### src/rtl/clock_timer_core.sv
// Time-of-day clock, background stopwatch and countdown with debounced keys and a SET mode.
// Define CLOCK_TIMER_CORE_ALARM_EN to add the alarm (set_field 6/7, alarm output).
module clock_timer_core #(
  parameter int CLK_FREQ        = 50_000_000,
  parameter int HOUR_MODULO     = 24,
  parameter int DEBOUNCE_CYCLES = 1_000_000
) (
  input  logic       CLOCK_50,
  input  logic       RESET,
  input  logic       KEY_MODE,
  input  logic       KEY_START,
  input  logic       KEY_CLEAR,
  input  logic       KEY_ADV,
  input  logic [6:0] set_value,
  input  logic       alarm_arm,
  output logic [1:0] mode,
  output logic [2:0] set_field,
  output logic [6:0] disp_hours,
  output logic [5:0] disp_minutes,
  output logic [5:0] disp_seconds,
  output logic       tick,
  output logic       sw_running,
  output logic       cd_running,
  output logic       expired,
  output logic       alarm
);

  typedef enum logic [1:0] {M_CLOCK, M_SW, M_CD, M_SET} mode_t;

  localparam int         PW   = (CLK_FREQ > 1) ? $clog2(CLK_FREQ) : 1;
  localparam int         DW   = $clog2(DEBOUNCE_CYCLES + 1);
  localparam logic [6:0] HMAX = 7'(HOUR_MODULO - 1);
`ifdef CLOCK_TIMER_CORE_ALARM_EN
  localparam logic [2:0] FIELD_MAX = 3'd7;
`else
  localparam logic [2:0] FIELD_MAX = 3'd5;
`endif

  function automatic logic [6:0] sat(input logic [6:0] v, input logic [6:0] lim);
    return (v > lim) ? lim : v;
  endfunction

  // ---------------- key conditioning: {adv, clear, start, mode} ----------------
  logic [3:0]    key_raw, sync1, sync2, level, level_d, press;
  logic [DW-1:0] db_cnt [4];

  assign key_raw = {KEY_ADV, KEY_CLEAR, KEY_START, KEY_MODE};

  // NOTE: sequential state uses non-blocking assignments only, so every flop samples pre-edge values.
  // NOTE: the per-key counter array is a handful of flops, not a RAM, so it is reset with the rest.
  always_ff @(posedge CLOCK_50 or posedge RESET) begin
    if (RESET) begin
      sync1   <= '1;
      sync2   <= '1;
      level   <= '1;
      level_d <= '1;
      for (int i = 0; i < 4; i++) db_cnt[i] <= '0;
    end else begin
      sync1   <= key_raw;
      sync2   <= sync1;
      level_d <= level;
      for (int i = 0; i < 4; i++) begin
        if (sync2[i] == level[i]) begin
          db_cnt[i] <= '0;
        end else if (db_cnt[i] == DW'(DEBOUNCE_CYCLES - 1)) begin
          level[i]  <= sync2[i];
          db_cnt[i] <= '0;
        end else begin
          db_cnt[i] <= db_cnt[i] + 1'b1;
        end
      end
    end
  end

  assign press = level_d & ~level;

  // One action per cycle: MODE > CLEAR > START > ADV.
  logic act_mode, act_clear, act_start, act_adv;
  assign act_mode  = press[0];
  assign act_clear = press[2] & ~press[0];
  assign act_start = press[1] & ~press[0] & ~press[2];
  assign act_adv   = press[3] & ~|press[2:0];

  // ---------------- mode, field select, prescaler ----------------
  mode_t         mode_q;
  logic [PW-1:0] presc;
  logic          wr;

  assign wr   = act_start && (mode_q == M_SET);
  assign tick = (presc == PW'(CLK_FREQ - 1));

  always_ff @(posedge CLOCK_50 or posedge RESET) begin
    if (RESET) begin
      mode_q    <= M_CLOCK;
      set_field <= '0;
      presc     <= '0;
    end else begin
      if (act_mode) mode_q <= mode_t'(mode_q + 2'd1);
      if (act_adv && mode_q == M_SET)
        set_field <= (set_field == FIELD_MAX) ? 3'd0 : set_field + 3'd1;
      // Leaving SET restarts the second so the edited time begins on a full second.
      if ((act_mode && mode_q == M_SET) || tick) presc <= '0;
      else                                       presc <= presc + 1'b1;
    end
  end

  assign mode = mode_q;

  // ---------------- time of day ----------------
  logic [4:0] clk_h;
  logic [5:0] clk_m, clk_s;

  always_ff @(posedge CLOCK_50 or posedge RESET) begin
    if (RESET) begin
      clk_h <= '0;
      clk_m <= '0;
      clk_s <= '0;
    end else if (wr && set_field <= 3'd2) begin
      case (set_field)
        3'd0:    clk_h <= 5'(sat(set_value, HMAX));
        3'd1:    clk_m <= 6'(sat(set_value, 7'd59));
        default: clk_s <= 6'(sat(set_value, 7'd59));
      endcase
    end else if (tick && mode_q != M_SET) begin
      if (clk_s == 6'd59) begin
        clk_s <= '0;
        if (clk_m == 6'd59) begin
          clk_m <= '0;
          clk_h <= (clk_h == HMAX[4:0]) ? 5'd0 : clk_h + 5'd1;
        end else begin
          clk_m <= clk_m + 6'd1;
        end
      end else begin
        clk_s <= clk_s + 6'd1;
      end
    end
  end

  // ---------------- stopwatch ----------------
  logic [6:0] sw_h;
  logic [5:0] sw_m, sw_s;

  always_ff @(posedge CLOCK_50 or posedge RESET) begin
    if (RESET) begin
      sw_h       <= '0;
      sw_m       <= '0;
      sw_s       <= '0;
      sw_running <= 1'b0;
    end else if (act_clear && mode_q == M_SW) begin
      sw_h       <= '0;
      sw_m       <= '0;
      sw_s       <= '0;
      sw_running <= 1'b0;
    end else begin
      if (act_start && mode_q == M_SW) sw_running <= ~sw_running;
      // Uses the pre-press run flag: a stop still takes this tick, a start waits for the next.
      if (tick && sw_running) begin
        if (sw_s == 6'd59) begin
          sw_s <= '0;
          if (sw_m == 6'd59) begin
            sw_m <= '0;
            sw_h <= (sw_h == 7'd99) ? 7'd0 : sw_h + 7'd1;
          end else begin
            sw_m <= sw_m + 6'd1;
          end
        end else begin
          sw_s <= sw_s + 6'd1;
        end
      end
    end
  end

  // ---------------- countdown preset and live count ----------------
  logic [6:0] pr_h, pr_h_n, cd_h;
  logic [5:0] pr_m, pr_m_n, pr_s, pr_s_n, cd_m, cd_s;
  logic       pr_wr, cd_zero, cd_last, cd_toggle;

  // NOTE: every always_comb output gets a default first, so no path can infer a latch.
  always_comb begin
    pr_h_n = pr_h;
    pr_m_n = pr_m;
    pr_s_n = pr_s;
    if (wr) begin
      case (set_field)
        3'd3:    pr_h_n = sat(set_value, 7'd99);
        3'd4:    pr_m_n = 6'(sat(set_value, 7'd59));
        3'd5:    pr_s_n = 6'(sat(set_value, 7'd59));
        default: ;
      endcase
    end
  end

  assign pr_wr     = wr && (set_field >= 3'd3) && (set_field <= 3'd5);
  assign cd_zero   = (cd_h == 7'd0) && (cd_m == 6'd0) && (cd_s == 6'd0);
  assign cd_last   = (cd_h == 7'd0) && (cd_m == 6'd0) && (cd_s == 6'd1);
  assign cd_toggle = act_start && (mode_q == M_CD) && !cd_zero;

  always_ff @(posedge CLOCK_50 or posedge RESET) begin
    if (RESET) begin
      pr_h       <= '0;
      pr_m       <= '0;
      pr_s       <= '0;
      cd_h       <= '0;
      cd_m       <= '0;
      cd_s       <= '0;
      cd_running <= 1'b0;
      expired    <= 1'b0;
    end else begin
      pr_h <= pr_h_n;
      pr_m <= pr_m_n;
      pr_s <= pr_s_n;
      if (act_clear && mode_q == M_CD) begin
        cd_h       <= pr_h;
        cd_m       <= pr_m;
        cd_s       <= pr_s;
        cd_running <= 1'b0;
        expired    <= 1'b0;
      end else if (pr_wr && !cd_running) begin
        cd_h <= pr_h_n;
        cd_m <= pr_m_n;
        cd_s <= pr_s_n;
      end else begin
        if (cd_toggle) cd_running <= ~cd_running;
        if (tick && cd_running) begin
          if (cd_s != 6'd0) begin
            cd_s <= cd_s - 6'd1;
          end else begin
            cd_s <= 6'd59;
            if (cd_m != 6'd0) begin
              cd_m <= cd_m - 6'd1;
            end else begin
              cd_m <= 6'd59;
              cd_h <= cd_h - 7'd1;
            end
          end
          // Reaching zero overrides any same-cycle START toggle.
          if (cd_last) begin
            expired    <= 1'b1;
            cd_running <= 1'b0;
          end
        end
      end
    end
  end

  // ---------------- alarm ----------------
`ifdef CLOCK_TIMER_CORE_ALARM_EN
  logic [4:0] al_h;
  logic [5:0] al_m;
  logic       tod_tick_d;

  always_ff @(posedge CLOCK_50 or posedge RESET) begin
    if (RESET) begin
      al_h       <= '0;
      al_m       <= '0;
      tod_tick_d <= 1'b0;
      alarm      <= 1'b0;
    end else begin
      tod_tick_d <= tick && (mode_q != M_SET);
      if (wr && set_field == 3'd6) al_h <= 5'(sat(set_value, HMAX));
      if (wr && set_field == 3'd7) al_m <= 6'(sat(set_value, 7'd59));
      // Only a real tick landing on hh:mm:00 fires, so a cleared alarm stays quiet for the minute.
      if (!alarm_arm || (act_clear && mode_q == M_CLOCK) || clk_m != al_m)
        alarm <= 1'b0;
      else if (tod_tick_d && clk_h == al_h && clk_s == 6'd0)
        alarm <= 1'b1;
    end
  end
`else
  logic unused_alarm_arm;
  assign unused_alarm_arm = alarm_arm;
  assign alarm            = 1'b0;
`endif

  // ---------------- display select ----------------
  logic [6:0] nx_h;
  logic [5:0] nx_m, nx_s;

  always_comb begin
    nx_h = '0;
    nx_m = '0;
    nx_s = '0;
    case (mode_q)
      M_CLOCK: begin nx_h = {2'b00, clk_h}; nx_m = clk_m; nx_s = clk_s; end
      M_SW:    begin nx_h = sw_h;           nx_m = sw_m;  nx_s = sw_s;  end
      M_CD:    begin nx_h = cd_h;           nx_m = cd_m;  nx_s = cd_s;  end
      default: begin
        if (set_field <= 3'd2) begin
          nx_h = {2'b00, clk_h}; nx_m = clk_m; nx_s = clk_s;
        end else if (set_field <= 3'd5) begin
          nx_h = pr_h; nx_m = pr_m; nx_s = pr_s;
        end
`ifdef CLOCK_TIMER_CORE_ALARM_EN
        else begin
          nx_h = {2'b00, al_h}; nx_m = al_m;
        end
`endif
      end
    endcase
  end

  always_ff @(posedge CLOCK_50 or posedge RESET) begin
    if (RESET) begin
      disp_hours   <= '0;
      disp_minutes <= '0;
      disp_seconds <= '0;
    end else begin
      disp_hours   <= nx_h;
      disp_minutes <= nx_m;
      disp_seconds <= nx_s;
    end
  end

endmodule

### config.mk
export PLATFORM = sky130hd
export DESIGN_NAME = clock_timer_core
export DESIGN_NICKNAME = d
export VERILOG_FILES = /design/src/rtl/clock_timer_core.sv
export SDC_FILE = /design/constraint.sdc
export NUM_CORES = 1
export LEC_CHECK = 0
export ABC_AREA = 1
export CAP_MARGIN = 5
export CORE_ASPECT_RATIO = 0.5
export CORE_UTILIZATION = 40
export DETAILED_ROUTE_END_ITERATION = 12
export PLACE_DENSITY = 0.6
export SETUP_SLACK_MARGIN = 0.05
export SLEW_MARGIN = 5
export SYNTH_ARGS = -nofsm -noshare
export SYNTH_HDL_FRONTEND = slang
export SYNTH_SLANG_ARGS = --single-unit
### constraint.sdc
create_clock -name CLOCK_50 -period 9.4 [get_ports CLOCK_50]
set_clock_uncertainty 0.15 [all_clocks]
set_input_delay 2.82 -clock CLOCK_50 [delete_from_list [all_inputs] [get_ports CLOCK_50]]
set_output_delay 2.82 -clock CLOCK_50 [all_outputs]
set_load 0.01 [all_outputs]
==> Yosys cells after proc, flatten, opt, wreduce, memory -nomap -nowiden <==
Index checks and enable logic that the tools add are counted.
{ "totals": {"out_inout_bits": 29, "inputBits": 14, "ff_bits": 223, "wordCells": 231} }
{ "op_classes": {"eq_ne": 30, "reduce_logical": 53, "addsub": 16, "mux": 80, "bitwise_logic": 14, "magnitude_cmp": 6} }
{ "ops": {"columns": ["cell", "count"], "rows": [
  ["two-way mux 6 bit", 34],
  ["two-way mux 20 bit", 8],
  ["two-way mux 7 bit", 15],
  ["adder 20 x 1 -> 20 bit (second input constant)", 4],
  ["equality test 20 bit (second input constant)", 4],
  ["one-hot mux 6 bit (3 select lines)", 2],
  ["two-way mux 5 bit", 7],
  ["adder 26 x 1 -> 26 bit (second input constant)", 1],
  ["equality test 26 bit (second input constant)", 1],
  ["two-way mux 26 bit", 1],
  ["adder 6 x 1 -> 6 bit (second input constant)", 4],
  ["equality test 6 bit (second input constant)", 4],
  ["one-hot mux 7 bit (3 select lines)", 1],
  ["logical AND 1 bit", 18],
  ["nonzero test 2 bit", 9],
  ["AND reduction 2 bit", 7],
  ["zero test 6 bit", 2],
  ["AND reduction 3 bit", 4],
  ["nonzero test 6 bit", 2],
  ["subtractor 6 x 1 -> 6 bit (second input constant)", 2],
  ["two-way mux 1 bit", 11],
  ["NOT 1 bit", 8],
  ["adder 7 x 1 -> 7 bit (second input constant)", 1],
  ["equality test 7 bit (second input constant)", 1],
  ["other kinds (34)", 48]
]} }

==> Longest topological paths before layout <==
{ "depth": {"depth_word": 12, "depth_mapped": 14, "depth_no_buf": 13} }

==> Least setup slack after synthesis <==
No wires, ideal clock.
{ "synth_timing": {"path_type": "register to output", "start": "reg presc[0]", "end": "out tick", "n_path_buf": 0, "arrival_ps": 1185, "setup_slack_ps": 5245, "path_stages_with_launch": 8, "required_ps": 6430, "cell_sequence": "dfrtp_1 > ha_1 > nand2_2 > nor2_4 > nand2_1 > nor2_1 > nand4_1 > inv_1"} }
{ "synth_via": {"elab_chain_len": 1} }
{ "synth_lines": {"columns": ["element", "line", "text"], "rows": [
  ["start: declaration", "86", "logic [PW-1:0] presc;"],
  ["start signal: assignment", "103", "else presc <= presc + 1'b1;"],
  ["equality test 26 bit", "90", "assign tick = (presc == PW'(CLK_FREQ - 1));"],
  ["end: declaration", "21", "output logic tick,"]
]} }
No other way between the ends.

==> Worst setup path in the final report <==
Same ends and word-level chain as after synthesis.

==> results.ini <==
[routing]
post_drt_wl_per_cell_um = 14.7
ant_nets = 0
drt_drc_violations_left = 0
first_iter_violations = 653
routed_wirelength_um = 31100
vias = 10630
avgViaCountPerCell = 5.03
drt_pass1_iterations = 7

[worst_setup_path]
r2r-end = cd_h[4]
arrival_ns = 2.53
cp-start-kind = register
worstSetupPathType = reg -> out
worst_ep_required_time_ns = 6.43
cp_max_fo = 6
r2r_start = mode[0]
worst_setup_path_end_kind = primary output
r2r_cells = 10
rrSetupSlack_ns = 5.97

[logic_synthesis]
synthAdderAreaFrac_pct = 2.36
synth-simple-area-share_pct = 31.6
synth-main-ff-cell = dfrtp_1
ys_types = 53
synth_top_family_by_area = simple AND/OR/NAND/NOR gates
synth_area_leaders = dfrtp_1 41%, nand2_1 11%, nor2_1 5.8%, inv_1 5.4%, nand3_1 5.0%
syn_area_um2 = 12700
syn_area_per_cell_um2 = 7.76
seq_area_frac_synth_pct = 44.1
yosys_warnings = 0
synth-async-reset-ratio_pct = 100
synth_compound_area_share_pct = 9.11
synth_xor_area_share_pct = 5.24
synth_nets = 1674
ys_ff_latch = 223
synth_top_area_share_pct = 40.8
syn_inst = 1636
synth_edf_count = 0
synthMuxAreaShare_pct = 0.266
yosys.area.top_type = dfrtp_1

[placement]
hpwl_um = 22500
place_ws_ns = 4.46
place_congestion = 0.911
portBuffers = 40

[min_path]
holdPathStages = 0
hp-start = sync1[1]
min_path_type = reg -> reg
min_to = sync2[1]

[cts]
cts_max_level = 1
cts_buffers = 24
cts_setup_buffers = 0
cts_tree = built
hold_buffers = 0
clockBufferDepth = 3
clk_pin_slew_worst_paths_ns = 0.06
cts_resized = 0
worstSkewPairLatency_ns = 0.54
cts_root_buf = clkbuf_16
cts_sinks = 223

[sta]
max_freq_mhz = 182
fin_tns_setup_ns = 0
fin_ws_ns = 3.90
rsz0062_at_grt = false
drv_slew = 0
worstMarginPinSlew_ns = 0.869
finalHoldViolations = 0
relSlewSlack_pct = 42.0
period_needed_ns = 5.50
finalCritPeriodShare_pct = 58.5
finalSetupViolCount = 0

[finish]
antenna_cells = 0
area_growth_pct = 12.8
drive_gt1_share_pct = 8.28
fin_nets = 1711

[global_routing]
grt.total_usage_pct = 19.9
grt_first_pass_wirelength_um = 51900
antenna_found_initial = 0
grt_max_degree = 108
grt_pass1_vias = 10180
grt.overflow.total = 0

[die]
die_w_um = 254
die_h_um = 128
die-area_um2 = 32500
io_pins = 43
start_util_pct = 41.3
rows = 45
core_region_area_um2 = 30700

[power]
p_leak_nw = 6.63
vdd.ir_drop.worst_mv = 0.0965
powerDensity_nw_per_um2 = 144
fin_total_pwr_mw = 2.06

[status]
outcome = finished clean

[flow_run]
drv_cap = 0

where the power goes:
group | switching [mW] | leakage (nW) | internal (mW) | total (mW)
clock network | 0.424 | 0.419 | 0.613 | 1.04
logic | 0.0366 | 3.49 | 0.0119 | 0.0485
registers | 0.00404 | 2.72 | 0.967 | 0.971
total | 0.465 | 6.63 | 1.59 | 2.06
how the worst max path moves through the flow:
stage	to	slack (ns)	cells after the start	from
after floorplan	cd_h[0]	0.35	1	RESET
after global placement	cd_m[0]	4.49	11	set_value[4]
after detailed placement	tick	4.46	8	presc[0]
after CTS	tick	3.86	8	presc[0]
after global routing	tick	3.71	8	presc[0]
final	tick	3.90	8	presc[0]
per-layer routing:
layer  global-route usage (%)  vias up  share of wire [%]
met3                     3.19       54                4.4
met1                     27.7     4973                 48
li1                         -     5405                  -
met5                        0        -                  0
met4                     5.07        0                2.3
met2                     32.2      198                 45
cell families (layout without fill, tap and decap cells):
group	Yosys count	count (layout)
AOI/OAI and AO/OA	198	198
adders and majority gates	24	24
DFF	223	223
muxes	3	3
buffers and inverters	227	282
xor gates and xnor gates	76	76
and+or+nand+nor	884	884
other	1	1
cell usage after synthesis, drive strengths merged, types with 3 or more instances:
master and n:
nand4 38, a41oi 3, nor2 207, buf 19, ha 24, a211oi 3, mux2 3, and3 8
xor2 59, nor3b 6, o221ai 9, o22ai 3, inv 194, and2 10, nor3 52, or2 4
o21a 3, a21oi 41, xnor2 17, o21ai 116, clkbuf 13, a31oi 8, nand2 404, dfrtp 207
nand3b 14, o211ai 3, nor4 5, dfstp 16, nand3 136
cells in the final DEF (no fill, tap or decap), types with 24 or more instances in the layout:
cell,instances
a21oi_1,41
clkbuf_16,24
clkdlybuf4s50_1,40
dfrtp_1,207
ha_1,24
inv_1,180
nand2_1,387
nand3_1,127
nand4_1,37
nor2_1,195
nor3_1,49
o21ai_0,89
xor2_1,59
final cells by class:
| type | instances | area [um^2] |
|---|---|---|
| inverter | 195 | 739 |
| tap | 423 | 529 |
| multi-input combinational | 1186 | 6180 |
| sequential | 223 | 5600 |
| fill | 3124 | 16400 |
| timing repair buffer | 43 | 423 |
| clock inverter | 19 | 255 |
| clock buffer | 25 | 604 |
registers in the layout, summed over array words and instances, names as in the netlist, 2 cells and up:
signal / count
disp_minutes: 6
level_d: 4
sw_h: 7
pr_m: 6
set_field: 3
mode: 2
clk_s: 6
level: 4
sync2: 4
db_cnt: 80
presc: 26
cd_h: 7
sync1: 4
cd_m: 6
sw_m: 6
clk_m: 6
pr_h: 7
clk_h: 5
disp_seconds: 6
pr_s: 6
sw_s: 6
disp_hours: 7
cd_s: 6
worst max-delay path, cell delays in order, from the launching register on:
cell,delay (ns)
dfrtp_1,0.44
ha_1,0.22
nand2_2,0.08
nor2_4,0.12
nand2_1,0.08
nor2_1,0.22
nand4_1,0.18
inv_1,0.11
clkdlybuf4s50_1,0.53
per-stage QoR:
step | util (%) | cell area, um^2 | hold WS, ns | cells
detailed placement | 43.8 | 13500 | 0.197 | 2070
floorplan | - | 12700 | 0.195 | 1636
global placement | 43.8 | 13500 | 0.196 | 2070
CTS | 46.6 | 14300 | 0.206 | 2114
finish | 46.6 | 14300 | 0.205 | 2114
global route | 46.6 | 14300 | 0.215 | 2114
No activity file was read; power rests on OpenSTA's default activity.
